`src/rtl/l1_arb_pkg.sv`:
```
// Shared types and constants for the L1 refill/writeback arbiter: FSM state
// encoding, grant-owner codes and default bus widths.
package l1_arb_pkg;

   localparam int DEF_ADDR_W = 32;
   localparam int DEF_LINE_W = 256;

   typedef enum logic [1:0] {
      IDLE    = 2'd0,
      IC_BUSY = 2'd1,
      DC_BUSY = 2'd2
   } arb_state_e;

   localparam logic [1:0] OWN_NONE = 2'b00;
   localparam logic [1:0] OWN_IC   = 2'b01;
   localparam logic [1:0] OWN_DC   = 2'b10;

   function automatic logic [1:0] ownerOf(input arb_state_e s);
      case (s)
         IC_BUSY: return OWN_IC;
         DC_BUSY: return OWN_DC;
         default: return OWN_NONE;
      endcase
   endfunction

endpackage

```
`src/rtl/arb_rr_pick2.sv`:
```
// Two-way request picker. req[0] is the instruction cache, req[1] the data
// cache; last_grant = 1 means the data cache won the previous grant.
module arb_rr_pick2 (
   input  logic [1:0] req,
   input  logic       last_grant,
   input  logic       fixed_prio,
   output logic [1:0] grant
);

   // A lone requester always wins; a conflict goes to the IC when priority
   // is fixed, otherwise to whoever did not win last time.
   always_comb begin
      grant = req;
      if (&req) begin
         grant = (fixed_prio || last_grant) ? 2'b01 : 2'b10;
      end
   end

endmodule

```
`src/rtl/l1_mmu_arbiter.sv`:
```
// Arbiter sharing one l1mmu refill/writeback port between the L1 I-cache and
// D-cache. Optional performance counters are enabled with L1_MMU_ARB_PERF_EN.
module l1_mmu_arbiter
   import l1_arb_pkg::*;
#(
   parameter int ADDR_W      = DEF_ADDR_W,
   parameter int LINE_W      = DEF_LINE_W,
   parameter int LINE_OFFSET = 5,
   parameter int FIXED_PRIO  = 0
) (
   input  logic              sys_clk,
   input  logic              rst,
`ifdef L1_MMU_ARB_PERF_EN
   input  logic              perf_clr,
   output logic [31:0]       ic_grant_cnt,
   output logic [31:0]       dc_grant_cnt,
   output logic [31:0]       conflict_cnt,
`endif
   input  logic              ic_req_read,
   input  logic [ADDR_W-1:0] ic_req_addr,
   output logic              ic_read_done,
   output logic [LINE_W-1:0] ic_read_data,
   input  logic              dc_req_read,
   input  logic              dc_req_write,
   input  logic [ADDR_W-1:0] dc_req_addr,
   input  logic [LINE_W-1:0] dc_write_data,
   output logic              dc_read_done,
   output logic              dc_write_done,
   output logic [LINE_W-1:0] dc_read_data,
   output logic              mmu_req_read,
   output logic              mmu_req_write,
   output logic [ADDR_W-1:0] mmu_req_addr,
   output logic [LINE_W-1:0] mmu_write_data,
   input  logic              mmu_read_done,
   input  logic              mmu_write_done,
   input  logic [LINE_W-1:0] mmu_read_data,
   output logic              busy,
   output logic [1:0]        grant_owner
);

   localparam logic [ADDR_W-1:0] ALIGN_MASK =
      ~((ADDR_W'(1) << LINE_OFFSET) - ADDR_W'(1));

   arb_state_e        state_q;
   logic              lastGrantDc_q;
   logic              mmuRead_q;
   logic              mmuWrite_q;
   logic [ADDR_W-1:0] mmuAddr_q;
   logic [LINE_W-1:0] mmuData_q;

   logic       dcReq;
   logic [1:0] grant;
   logic       icDone;
   logic       dcRdDone;
   logic       dcWrDone;

   assign dcReq = dc_req_read | dc_req_write;

   arb_rr_pick2 uPick (
      .req        ({dcReq, ic_req_read}),
      .last_grant (lastGrantDc_q),
      .fixed_prio (FIXED_PRIO != 0),
      .grant      (grant)
   );

   // Only a done that matches the owner and the captured type is forwarded.
   assign icDone   = (state_q == IC_BUSY) && mmu_read_done;
   assign dcRdDone = (state_q == DC_BUSY) && mmuRead_q  && mmu_read_done;
   assign dcWrDone = (state_q == DC_BUSY) && mmuWrite_q && mmu_write_done;

   // Grants capture the request into the MMU registers; completion clears them
   // and always passes through IDLE, giving the port one quiet cycle.
   always_ff @(posedge sys_clk or posedge rst) begin
      if (rst) begin
         state_q       <= IDLE;
         lastGrantDc_q <= 1'b1;
         mmuRead_q     <= 1'b0;
         mmuWrite_q    <= 1'b0;
         mmuAddr_q     <= '0;
         mmuData_q     <= '0;
      end else begin
         case (state_q)
            IDLE: begin
               if (grant[0]) begin
                  state_q       <= IC_BUSY;
                  lastGrantDc_q <= 1'b0;
                  mmuRead_q     <= 1'b1;
                  mmuWrite_q    <= 1'b0;
                  mmuAddr_q     <= ic_req_addr & ALIGN_MASK;
                  mmuData_q     <= '0;
               end else if (grant[1]) begin
                  state_q       <= DC_BUSY;
                  lastGrantDc_q <= 1'b1;
                  mmuRead_q     <= ~dc_req_write;
                  mmuWrite_q    <= dc_req_write;
                  mmuAddr_q     <= dc_req_addr & ALIGN_MASK;
                  mmuData_q     <= dc_write_data;
               end
            end
            IC_BUSY, DC_BUSY: begin
               if (icDone || dcRdDone || dcWrDone) begin
                  state_q    <= IDLE;
                  mmuRead_q  <= 1'b0;
                  mmuWrite_q <= 1'b0;
                  mmuAddr_q  <= '0;
                  mmuData_q  <= '0;
               end
            end
            default: state_q <= IDLE;
         endcase
      end
   end

   assign mmu_req_read   = mmuRead_q;
   assign mmu_req_write  = mmuWrite_q;
   assign mmu_req_addr   = mmuAddr_q;
   assign mmu_write_data = mmuData_q;
   assign busy           = (state_q != IDLE);
   assign grant_owner    = ownerOf(state_q);
   assign ic_read_done   = icDone;
   assign ic_read_data   = icDone ? mmu_read_data : '0;
   assign dc_read_done   = dcRdDone;
   assign dc_write_done  = dcWrDone;
   assign dc_read_data   = dcRdDone ? mmu_read_data : '0;

`ifdef L1_MMU_ARB_PERF_EN
   logic [31:0] icCnt_q, icCnt_d;
   logic [31:0] dcCnt_q, dcCnt_d;
   logic [31:0] confCnt_q, confCnt_d;
   logic        inIdle;

   assign inIdle = (state_q == IDLE);

   // Saturating counters; a clear request overrides any same-cycle increment.
   always_comb begin
      icCnt_d   = icCnt_q;
      dcCnt_d   = dcCnt_q;
      confCnt_d = confCnt_q;
      if (perf_clr) begin
         icCnt_d   = '0;
         dcCnt_d   = '0;
         confCnt_d = '0;
      end else if (inIdle) begin
         if (grant[0] && (icCnt_q != '1)) icCnt_d = icCnt_q + 32'd1;
         if (grant[1] && (dcCnt_q != '1)) dcCnt_d = dcCnt_q + 32'd1;
         if (ic_req_read && dcReq && (confCnt_q != '1)) confCnt_d = confCnt_q + 32'd1;
      end
   end

   always_ff @(posedge sys_clk or posedge rst) begin
      if (rst) begin
         icCnt_q   <= '0;
         dcCnt_q   <= '0;
         confCnt_q <= '0;
      end else begin
         icCnt_q   <= icCnt_d;
         dcCnt_q   <= dcCnt_d;
         confCnt_q <= confCnt_d;
      end
   end

   assign ic_grant_cnt = icCnt_q;
   assign dc_grant_cnt = dcCnt_q;
   assign conflict_cnt = confCnt_q;
`endif

endmodule

```
`config.mk`:
```
export PLATFORM = sky130hd
export DESIGN_NAME = l1_mmu_arbiter
export DESIGN_NICKNAME = d
export VERILOG_FILES = /design/src/rtl/l1_arb_pkg.sv /design/src/rtl/arb_rr_pick2.sv /design/src/rtl/l1_mmu_arbiter.sv
export SDC_FILE = /design/constraint.sdc
export NUM_CORES = 1
export LEC_CHECK = 0
export CAP_MARGIN = 20
export CORE_AREA = 2 2 546 548
export DETAILED_ROUTE_END_ITERATION = 10
export DIE_AREA = 0 0 548 550
export SYNTH_ARGS = -nofsm -noshare
export SYNTH_HDL_FRONTEND = slang
export SYNTH_SLANG_ARGS = --single-unit
```
`constraint.sdc`:
```
create_clock -name sys_clk -period 11.25 [get_ports sys_clk]
set_input_delay 2.25 -clock sys_clk [delete_from_list [all_inputs] [get_ports sys_clk]]
set_output_delay 2.25 -clock sys_clk [all_outputs]
set_load 0.1 [all_outputs]
```
== Word level (Yosys, flattened, before mapping) ==
Index checks and enable logic that the tools add are counted.

* Equal/unequal tests: 4
* Muxes and demuxes: 26
* Bitwise logic cells: 2
* Reductions and logical operators: 16

{| class="wikitable"
|+ Operators with widths
! operator !! count
|-
| two-way mux 256 bit || 5
|-
| one-hot mux 256 bit (2 select lines) || 1
|-
| two-way mux 32 bit || 3
|-
| one-hot mux 32 bit (2 select lines) || 1
|-
| two-way mux 2 bit || 5
|-
| one-hot mux 2 bit (2 select lines) || 2
|-
| two-way mux 1 bit || 7
|-
| AND reduction 2 bit || 3
|-
| nonzero test 2 bit || 3
|-
| logical AND 1 bit || 5
|-
| one-hot mux 1 bit (2 select lines) || 2
|-
| != test 3 bit (second input constant) || 1
|-
| AND reduction 3 bit || 1
|-
| == test 2 x 1 -> 1 bit (second input constant) || 1
|-
| == test 2 bit (second input constant) || 1
|-
| zero test 2 bit || 1
|-
| logical OR 1 bit || 2
|-
| != test 2 bit (second input constant) || 1
|-
| OR reduction 2 bit || 1
|-
| NOT 1 bit || 1
|-
| bitwise OR 1 bit || 1
|}

* Flip-flop bits (word level): 293
* Input bits: 583
* Output and inout bits: 808
* Logic and storage cells: 54

== Logic depth before layout (Yosys ltp) ==
Gate-level depths: netlist (run 1).

* Depth in word-level cells: 7
* Mapped depth: 9
* Depth with buffers taken out: 6

== Hierarchy ==
A second synthesis (run 1) with hierarchy kept.

* Cell total of the unflattened synthesis: 1750
* Area, all modules: 17102.7 µm²

{| class="wikitable"
|+ Modules (own cells, without submodules)
! module !! times used !! cells each !! area each (µm²) !! seq. area each (µm²)
|-
| l1_mmu_arbiter || 1 || 1746 || 17080.1 || 7208.2
|-
| arb_rr_pick2 || 1 || 4 || 22.5 || 0.0
|}

== Least setup slack after synthesis (run 1) ==
No wires, ideal clock.

* Path type: in2out
* Start point: input mmu_read_done
* End point: output dc_read_data[246]
* Arrival time: 4.601 ns
* Required time: 9.000 ns
* Path slack: 4.399 ns
* Cell stages on the path: 5
* Buffers on the path: 3
* Cells stage by stage: clkbuf_1 -> and3_1 -> clkbuf_1 -> clkbuf_1 -> and2_1

* Word-level cells in the longest chain between the ends: 2

{| class="wikitable"
|+ Ends and longest elaborated chain
! what !! line !! text
|-
| from (decl) || l1_mmu_arbiter.sv:34 || <nowiki>input logic mmu_read_done,</nowiki>
|-
| logical AND 1 bit || l1_mmu_arbiter.sv:68 || <nowiki>assign dcRdDone = (state_q == DC_BUSY) && mmuRead_q && mmu_read_done;</nowiki>
|-
| net dc_read_done || l1_mmu_arbiter.sv:27 || <nowiki>output logic dc_read_done,</nowiki>
|-
| two-way mux 256 bit || l1_mmu_arbiter.sv:124 || <nowiki>assign dc_read_data = dcRdDone ? mmu_read_data : '0;</nowiki>
|-
| to (decl) || l1_mmu_arbiter.sv:29 || <nowiki>output logic [LINE_W-1:0] dc_read_data,</nowiki>
|}

The timed path passes the listed nets, and every way through them passes these cells.

== Final worst setup path (run 1) ==
* Start point: input mmu_read_done
* End point: output dc_read_data[197]

* Word-level cells in the longest chain between the ends: 2

{| class="wikitable"
|+ Ends and longest elaborated chain
! what !! line
|-
| logical AND 1 bit || l1_mmu_arbiter.sv:68
|-
| two-way mux 256 bit || l1_mmu_arbiter.sv:124
|}

Every way passes these cells.

==> results of run 1 <==
## path summary, 6_finish.rpt
check,start,endpoint,slack (ns)
max,mmu_read_done,dc_read_data[197],3.74
min,mmu_req_addr[16]$_DFFE_PP0P_,mmu_req_addr[16]$_DFFE_PP0P_,0.49
max reg2reg,state_q[1]$_DFFE_PP0P_,mmu_write_data[64]$_DFFE_PP0P_,7.59
min reg2reg,mmu_req_addr[16]$_DFFE_PP0P_,mmu_req_addr[16]$_DFFE_PP0P_,0.49
max in group asynchronous,rst,mmu_req_addr[16]$_DFFE_PP0P_,7.52
min in group asynchronous,rst,mmu_write_data[187]$_DFFE_PP0P_,2.12
## worst max-delay path, cell delays in order
cell,delay [ns]
clkbuf_8,0.37
and3_4,0.29
buf_4,0.73
and2_1,0.25
clkdlybuf4s50_1,1.20
## Yosys cell counts, types with 3 or more instances
library cell / number
o2bb2ai_1: 28
buf_4: 21
dfrtp_1: 287
ha_1: 5
buf_2: 46
mux2i_1: 27
o21ai_0: 3
and3_1: 258
inv_1: 7
clkbuf_1: 90
and2_1: 257
a22o_1: 257
## metrics by stage
stage          cells  util [%]
6_report        6593      11.1
5_1_grt         6566      11.1
4_1_cts         6550      11.1
3_5_place_dp    6484      10.6
3_3_place_gp    6481      10.6
2_1_floorplan   1310         -
## logic make-up after synthesis
| kind of cell | synth area share [%] |
|---|---|
| AO/OA/AOI/OAI | 18.2 |
| AND/OR/NAND/NOR | 23.1 |
| flip-flops | 51.0 |
| multiplexers | 1.91 |
| buffers and inverters | 5.34 |
| other | 0.0265 |
| adder cells (fa/ha/maj) | 0.442 |
## metal layers
metal  routed length, µm  share of wire, %
met2               94100                42
met3               35400                16
met4                7530               3.4
met1               84400                38
met5                 347              0.16
## layout make-up
cell class                 instances  area (µm²)
tap                             3939        4930
antenna                           43         108
clock inverter                    13         144
inverter                           7        33.8
clock buffer                      53        1100
fill                           33800      263000
sequential                       288        7210
timing repair buffer            1393       13000
multi-input combinational        857        6240
## report_power, final
part / total (µW) / internal, µW / switching, µW
Clock: 1260 / 730 / 534
Combinational: 6840 / 1390 / 5450
Sequential: 1590 / 1390 / 207
Total: 9700 / 3510 / 6190
## state kept, by name (all words and copies together) (netlist names)
register / cells
mmu_req_write: 1
lastGrantDc_q: 1
state_q: 2
mmu_write_data: 256
mmu_req_read: 1
mmu_req_addr: 27
==> out/qor.yml, run 1 <==
r2r_cells: 8
fmax_mhz: 133
grt_pass1_vias: 17500
hp-class: "flop to flop"
vias: 17700
yosysTopAreaCellShare_pct: 50.8
fin_nets: 3173
hpwlAfterDp_mm: 200
firstDrtPassIters: 7
gr-usage-met1_pct: 16.0
dpl-instance-area_um2: 31500
rows: 200
slew-limit-headroom_pct: 11.0
power_density_nw_per_um2: 296
grt_max_degree: 202
worst_pin_slew_ns: 1.34
hold_depth: 1
maxCapViolations: 0
synth_edf_count: 0
critPathMaxFanout: 110
vias_per_cell: 2.69
rsz0062_at_grt: "false"
clockBufferDepth: 3
synthDistinctLibCells: 30
setup.worst_path.end_class: "output pin"
ant_nets: 0
use_met2_pct: 21.5
syn_inst: 1306
start_util_pct: 4.79
fin_crit_ns: 7.51
die_w_um: 548
die_h_um: 550
drive_gt1_share_pct: 17.4
crit_path_start_kind: "primary input"
setup_slack_ns: 3.74
worstSetupPathType: "primary input to output pin"
ys.warnings.count: 0
postSynthAreaPerCell_um2: 10.8
grtUsageTotal_pct: 14.2
async_reset_ff_share_pct: 100
design_area_um2: 32800
drcViolationCount: 0
clkLatencyLatePin_ns: 0.60
status: "finished clean"
drtIter0Drc: 1319
fp.dieArea_um2: 301000
place_congestion: 0.967
clock-skew-final_ns: 0.0253
syn2layout_area_growth_pct: 132
htreeDepth: 2
hold_slack_ns: 0.488
met3_usage_pct: 9.39
antenna_found_initial: 205
wl_per_cell_um: 33.6
cts_inserted_buffers: 38
ir_drop_uv: 218
port_buffers: 1375
syn_area_um2: 14100
cts_resized: 0
setup_viol: 0
coreArea_um2: 296000
p_total_uw: 9700
cts_sinks: 288
final_cell_mix: "clkdlybuf4s50_1, buf_4, dfrtp_1"
top_level_ports: 1391
synthTopCellsByArea: "dfrtp_1, a22o_1, and3_1, and2_1, clkbuf_1"
yosysTopAreaCell: "dfrtp_1"
seq_area_frac_synth_pct: 51.0
busiest_layer: "met2"
cts-hold-fix-buffers: 0
mostFrequentLayoutCell: "clkdlybuf4s50_1"
routed_wl_mm: 222
globalRouteOverflowTotal: 0
finalCritPeriodShare_pct: 66.8
ys_ff_latch: 288
required_ns: 9.00
grt_pass1_wl_mm: 260
synth_flop_cell: "dfrtp_1"
final-hold-violation-count: 0
arrival_ns: 5.26
drv_slew: 0
cts.reportedPaths.clkPinSlew_ns: 0.05
post_cts.repair.setup_buffers: 0
p_leak_uw: 0.0138
cts_tree: "built"
post-place-ws_ns: 3.75
root_buffer: "clkbuf_16"
fin_tns_setup_ns: 0
Note: power is estimated with default switching activity, not from simulation.
==> run 2: changes to the inputs <==
CORE_AREA = 2 2 543 545   (was 2 2 546 548)
DIE_AREA = 0 0 545 547   (was 0 0 548 550)
clock period = 6.51 ns   (was 11.25 ns; I/O delays follow)
==> run 2 against run 1 <==
Core utilization about the same. Clock power up 80%. Register-to-register slack worse by 4.1 ns. Clock-buffer cell count decreased by 2. Design area down 1.1%. Global-route usage increased by 0.69 points. Combinational power grew 75%. Critical endpoint is now ic_read_data[98]. Largest cell class unchanged.
==> out/qor.yml, run 2 (synthesis gave the netlist of run 1 again) <==
design_area_um2: 32400
final-hold-violation-count: 0
path_cells: "inv_1, ha_4, buf_4, and3_1, clkdlybuf4s50_1"
worstHoldEndpoint: "mmu_req_addr[13]$_DFFE_PP0P_"
coreArea_um2: 293000
p_seq_share_pct: 16.2
internal_power_uw: 6090
crit_path_start_kind: "flop"
drtIter0Drc: 1188
port_buffers: 1375
power_density_nw_per_um2: 524
multi_input_area_um2: 6240
htreeDepth: 2
r2r_cells: 7
root_buffer: "clkbuf_16"
worstSetupPathType: "flop to output pin"
drive_gt1_share_pct: 25.8
fin_tns_setup_ns: 0
critPathMaxFanout: 64
gr-usage-met1_pct: 14.9
slowest_delay_ns: 1.23
cp_slowest_cell: "clkdlybuf4s50_1"
path_buf_inv: 3
r2r-start: "state_q[1]$_DFFE_PP0P_"
worst_pin_slew_ns: 1.17
setup.worst_path.end_class: "output pin"
antenna_found_initial: 208
n_fill_cell: 33500
switching_share_pct: 64.2
status: "finished clean"
p_total_uw: 17000
cts_tree: "built"
setup_viol: 0
min-delay-start: "mmu_req_addr[13]$_DFFE_PP0P_"
syn2layout_area_growth_pct: 129
drcViolationCount: 0
largest_reg_flops: 256
mostFrequentLayoutCell: "clkdlybuf4s50_1"
finalCritPeriodShare_pct: 80.0
vias_per_cell: 2.70
p_leak_uw: 0.0143
firstDrtPassIters: 5
cts.reportedPaths.clkPinSlew_ns: 0.06
cts_sinks: 288
fin_nets: 3184
die_h_um: 547
rrSetupSlack_ns: 3.54
timing.rr.end: "mmu_write_data[220]$_DFFE_PP0P_"
clock-skew-final_ns: 0.0241
cts-hold-fix-buffers: 0
maxCapViolations: 0
top_level_ports: 1391
busiest_layer: "met2"
met3_usage_pct: 12.7
hp-class: "flop to flop"
globalRouteOverflowTotal: 0
rsz0062_at_grt: "false"
grt_pass1_vias: 17700
fin_crit_ns: 5.21
clockBufferDepth: 3
fmax_mhz: 192
critical-path-top-delay-family: "buffers and inverters"
final_cell_mix: "clkdlybuf4s50_1, buf_4, dfrtp_1"
drv_slew: 0
ant_nets: 0
die_w_um: 545
routed_wl_mm: 231
start_util_pct: 4.84
hold_slack_ns: 0.491
dpl-instance-area_um2: 31000
vias: 17800
hold_depth: 1
use_met2_pct: 22.9
grt_max_degree: 156
wl_per_cell_um: 35.1
hpwlAfterDp_mm: 208
grt_pass1_wl_mm: 268
fp.dieArea_um2: 298000
required_ns: 5.21
p_comb_share_pct: 70.4
arrival_ns: 3.90
switchingPower_uw: 10900
cts_resized: 0
rows: 199
slew-limit-headroom_pct: 21.6
cts_inserted_buffers: 39
place_congestion: 0.912
clkLatencyLatePin_ns: 0.61
ff_latch_area_um2: 7210
ir_drop_uv: 564
p_clk_share_pct: 13.4
post_cts.repair.setup_buffers: 0
grtUsageTotal_pct: 14.8
-- run 2: cell count changes in the layout (fill, tap and decap cells not counted), sizes merged --
| cell | previous run | this run |
|---|---|---|
| clkdlybuf4s50 | 1005 | 797 |
| buf | 387 | 604 |
| bufinv | 2 | 3 |
| diode | 43 | 41 |
| inv | 11 | 10 |
| clkinv | 4 | 8 |
| clkbuf | 54 | 53 |
| clkinvlp | 3 | 5 |
-- run 2: power groups by stage --
stage	combinational (µW)	sequential (µW)	clock, µW
6_report	12000	2760	2270
5_1_grt	12500	2830	2430
4_1_cts	12100	2750	2360
3_5_place_dp	12100	2760	0
3_3_place_gp	12000	2750	0
2_1_floorplan	4120	6680	0
-- run 2: how the worst max path moves through the flow --
| stage | start | to | depth (start not counted) |
|---|---|---|---|
| after floorplan | rst | mmu_req_addr[10]$_DFFE_PP0P_ | 1 |
| after global placement | mmu_read_done | ic_read_data[97] | 4 |
| after detailed placement | mmu_read_done | dc_read_data[23] | 5 |
| after CTS | state_q[1]$_DFFE_PP0P_ | ic_read_data[98] | 5 |
| after global routing | state_q[1]$_DFFE_PP0P_ | ic_read_data[98] | 5 |
| final | state_q[1]$_DFFE_PP0P_ | ic_read_data[98] | 5 |
-- run 2: stage by stage --
step / std cells / utilization, % / worst slack (ns)
final: 6585 / 11.1 / 1.30
after global routing: 6568 / 11.1 / 1.11
after CTS: 6544 / 11.1 / 1.14
after detailed placement: 6474 / 10.6 / 1.52
after global placement: 6472 / 10.6 / 1.50
after floorplan: 1310 / - / 1.39
-- run 2: layout make-up --
cell class / instances / share of cell area (%)
flip-flops and latches: 288 / 22.2
clock buffers: 51 / 3.33
well taps: 3919 / 15.1
clock inverters: 19 / 0.694
diodes: 41 / 0.316
repair buffers: 1403 / 39.0
inverters: 7 / 0.0925
multi-input cells: 857 / 19.2
-- run 2: worst reg2reg max path: stages, from the launching register on --
cell	delay, ns
dfrtp_1	0.40
inv_1	0.12
ha_4	0.33
a21o_1	0.23
a211o_1	0.37
o211ai_4	0.28
buf_4	0.79
a22o_1	0.38
-- run 2: metal layers --
| layer | share of wire (%) | routed length (µm) |
|---|---|---|
| met5 | 0.18 | 423 |
| met4 | 2.8 | 6500 |
| met3 | 19 | 44500 |
| met2 | 43 | 99700 |
| met1 | 35 | 79800 |
==> run 3: changes to the inputs <==
CORE_AREA = 2 2 546 548   (was 2 2 543 545)
DIE_AREA = 0 0 548 550   (was 0 0 545 547)
clock period = 5.36 ns   (was 6.51 ns; I/O delays follow)
==> run 3 against run 2 <==
Worst hold slack gained 0.0015 ns. Sequential cell count is the same. Critical endpoint is now ic_read_data[7]. Largest cell class unchanged. Largest power group unchanged. Clock power grew 27%. Via count shrank 0.95%.
==> out/qor.yml, run 3 (synthesis gave the netlist of run 1 again) <==
die_w_um: 548
setup_viol: 0
syn2layout_area_growth_pct: 142
htreeDepth: 2
rsz0062_at_grt: "false"
cts_tree: "built"
cp_slowest_cell: "ha_4"
power_density_nw_per_um2: 614
largest_reg_flops: 256
fp.dieArea_um2: 301000
worstSetupPathType: "flop to output pin"
drcViolationCount: 0
place_congestion: 0.921
slew-limit-headroom_pct: 22.8
p_leak_uw: 0.0151
fin_nets: 3188
grtUsageTotal_pct: 14.6
setup.worst_path.end_class: "output pin"
r2r-start: "state_q[1]$_DFFE_PP0P_"
cts_resized: 0
ant_nets: 0
critical-path-top-delay-family: "buffers and inverters"
internal_power_uw: 7720
finalCritPeriodShare_pct: 77.9
hold_depth: 1
grt_max_degree: 140
p_clk_share_pct: 13.7
rrSetupSlack_ns: 2.28
maxCapViolations: 0
cts_inserted_buffers: 39
final_core_util_pct: 11.6
drive_gt1_share_pct: 31.6
final-hold-violation-count: 0
mostFrequentLayoutCell: "clkdlybuf4s50_1"
r2r_cells: 8
clock-skew-final_ns: 0.0452
grt_pass1_wl_mm: 268
switchingPower_uw: 13300
min-delay-start: "mmu_req_addr[12]$_DFFE_PP0P_"
routed_wl_mm: 229
path_cells: "inv_1, ha_4, buf_4, and3_1, buf_4"
cts.reportedPaths.clkPinSlew_ns: 0.06
vias: 17600
cts-hold-fix-buffers: 0
worst_pin_slew_ns: 1.15
crit_path_start_kind: "flop"
rows: 200
drtIter0Drc: 1262
required_ns: 4.29
grt_pass1_vias: 17800
vias_per_cell: 2.66
antenna_found_initial: 196
status: "finished clean"
worstHoldEndpoint: "mmu_req_addr[12]$_DFFE_PP0P_"
post_cts.repair.setup_buffers: 0
final_cell_mix: "clkdlybuf4s50_1, buf_4, dfrtp_1"
coreArea_um2: 296000
port_buffers: 1375
start_util_pct: 4.79
post-place-ws_ns: 1.32
ir_drop_uv: 510
fmax_mhz: 240
p_seq_share_pct: 16.0
path_buf_inv: 3
fin_tns_setup_ns: 0
critPathMaxFanout: 69
globalRouteOverflowTotal: 0
root_buffer: "clkbuf_16"
switching_share_pct: 63.3
top_level_ports: 1391
wl_per_cell_um: 34.7
drv_slew: 0
setup_slack_ns: 1.19
cts_sinks: 288
p_comb_share_pct: 70.4
clkLatencyLatePin_ns: 0.65
firstDrtPassIters: 5
hpwlAfterDp_mm: 209
critPathMostFrequentCell: "buf_4"
hp-class: "flop to flop"
fin_crit_ns: 4.17
timing.rr.end: "mmu_write_data[165]$_DFFE_PP0P_"
die_h_um: 550
arrival_ns: 3.10
slowest_delay_ns: 0.68
clockBufferDepth: 3
==> run 3: worst register-to-register path: stages (launching register included) <==
cell and delay (ns):
dfrtp_1 0.40, inv_1 0.12, ha_4 0.35, buf_4 0.29
a21o_1 0.15, a211o_1 0.38, o211ai_4 0.16, buf_4 0.73
a22o_1 0.46
==> run 3: metal layers <==
layer	track usage, %	vias up	routed length [µm]
li1	-	7378	-
met3	12.7	390	45900
met5	0	-	447
met1	15.0	8380	79700
met2	21.9	1386	96600
met4	3.89	64	6670
==> run 3: worst max path at each step <==
stage / start / to / slack, ns / cells past startpoint
2_1_floorplan: rst / mmu_req_addr[10]$_DFFE_PP0P_ / 0.47 / 1
5_1_grt: state_q[1]$_DFFE_PP0P_ / ic_read_data[26] / 1.0 / 5
3_3_place_gp: mmu_read_done / dc_read_data[61] / 1.38 / 5
6_report: state_q[1]$_DFFE_PP0P_ / ic_read_data[7] / 1.19 / 5
3_5_place_dp: mmu_read_done / dc_read_data[61] / 1.32 / 5
4_1_cts: state_q[1]$_DFFE_PP0P_ / ic_read_data[26] / 0.95 / 5
==> run 3: layout make-up <==
| class | count | area [µm²] |
|---|---|---|
| fill | 33800 | 261000 |
| timing repair buffer | 1407 | 14400 |
| multi-input combinational | 857 | 6240 |
| clock buffer | 55 | 1180 |
| inverter | 7 | 30.0 |
| antenna | 48 | 120 |
| tap | 3939 | 4930 |
| clock inverter | 16 | 198 |
| sequential | 288 | 7210 |
==> run 3: per-stage QoR <==
| stage | hold slack [ns] | cell area, µm² | instances | power [µW] |
|---|---|---|---|---|
| 2_1_floorplan | 0.515 | 14200 | 1310 | 13100 |
| 3_3_place_gp | 0.477 | 32700 | 6497 | 18300 |
| 3_5_place_dp | 0.477 | 32800 | 6498 | 18300 |
| 4_1_cts | 0.496 | 34100 | 6569 | 21300 |
| 5_1_grt | 0.513 | 34200 | 6585 | 22000 |
| 6_report | 0.492 | 34300 | 6617 | 21000 |
==> run 3: power by group through the flow <==
stage	sequential, µW	clock [µW]	combinational (µW)
2_1_floorplan	8120	0	5010
3_3_place_gp	3360	0	14900
3_5_place_dp	3360	0	14900
4_1_cts	3350	2980	15000
5_1_grt	3440	3030	15500
6_report	3360	2880	14800
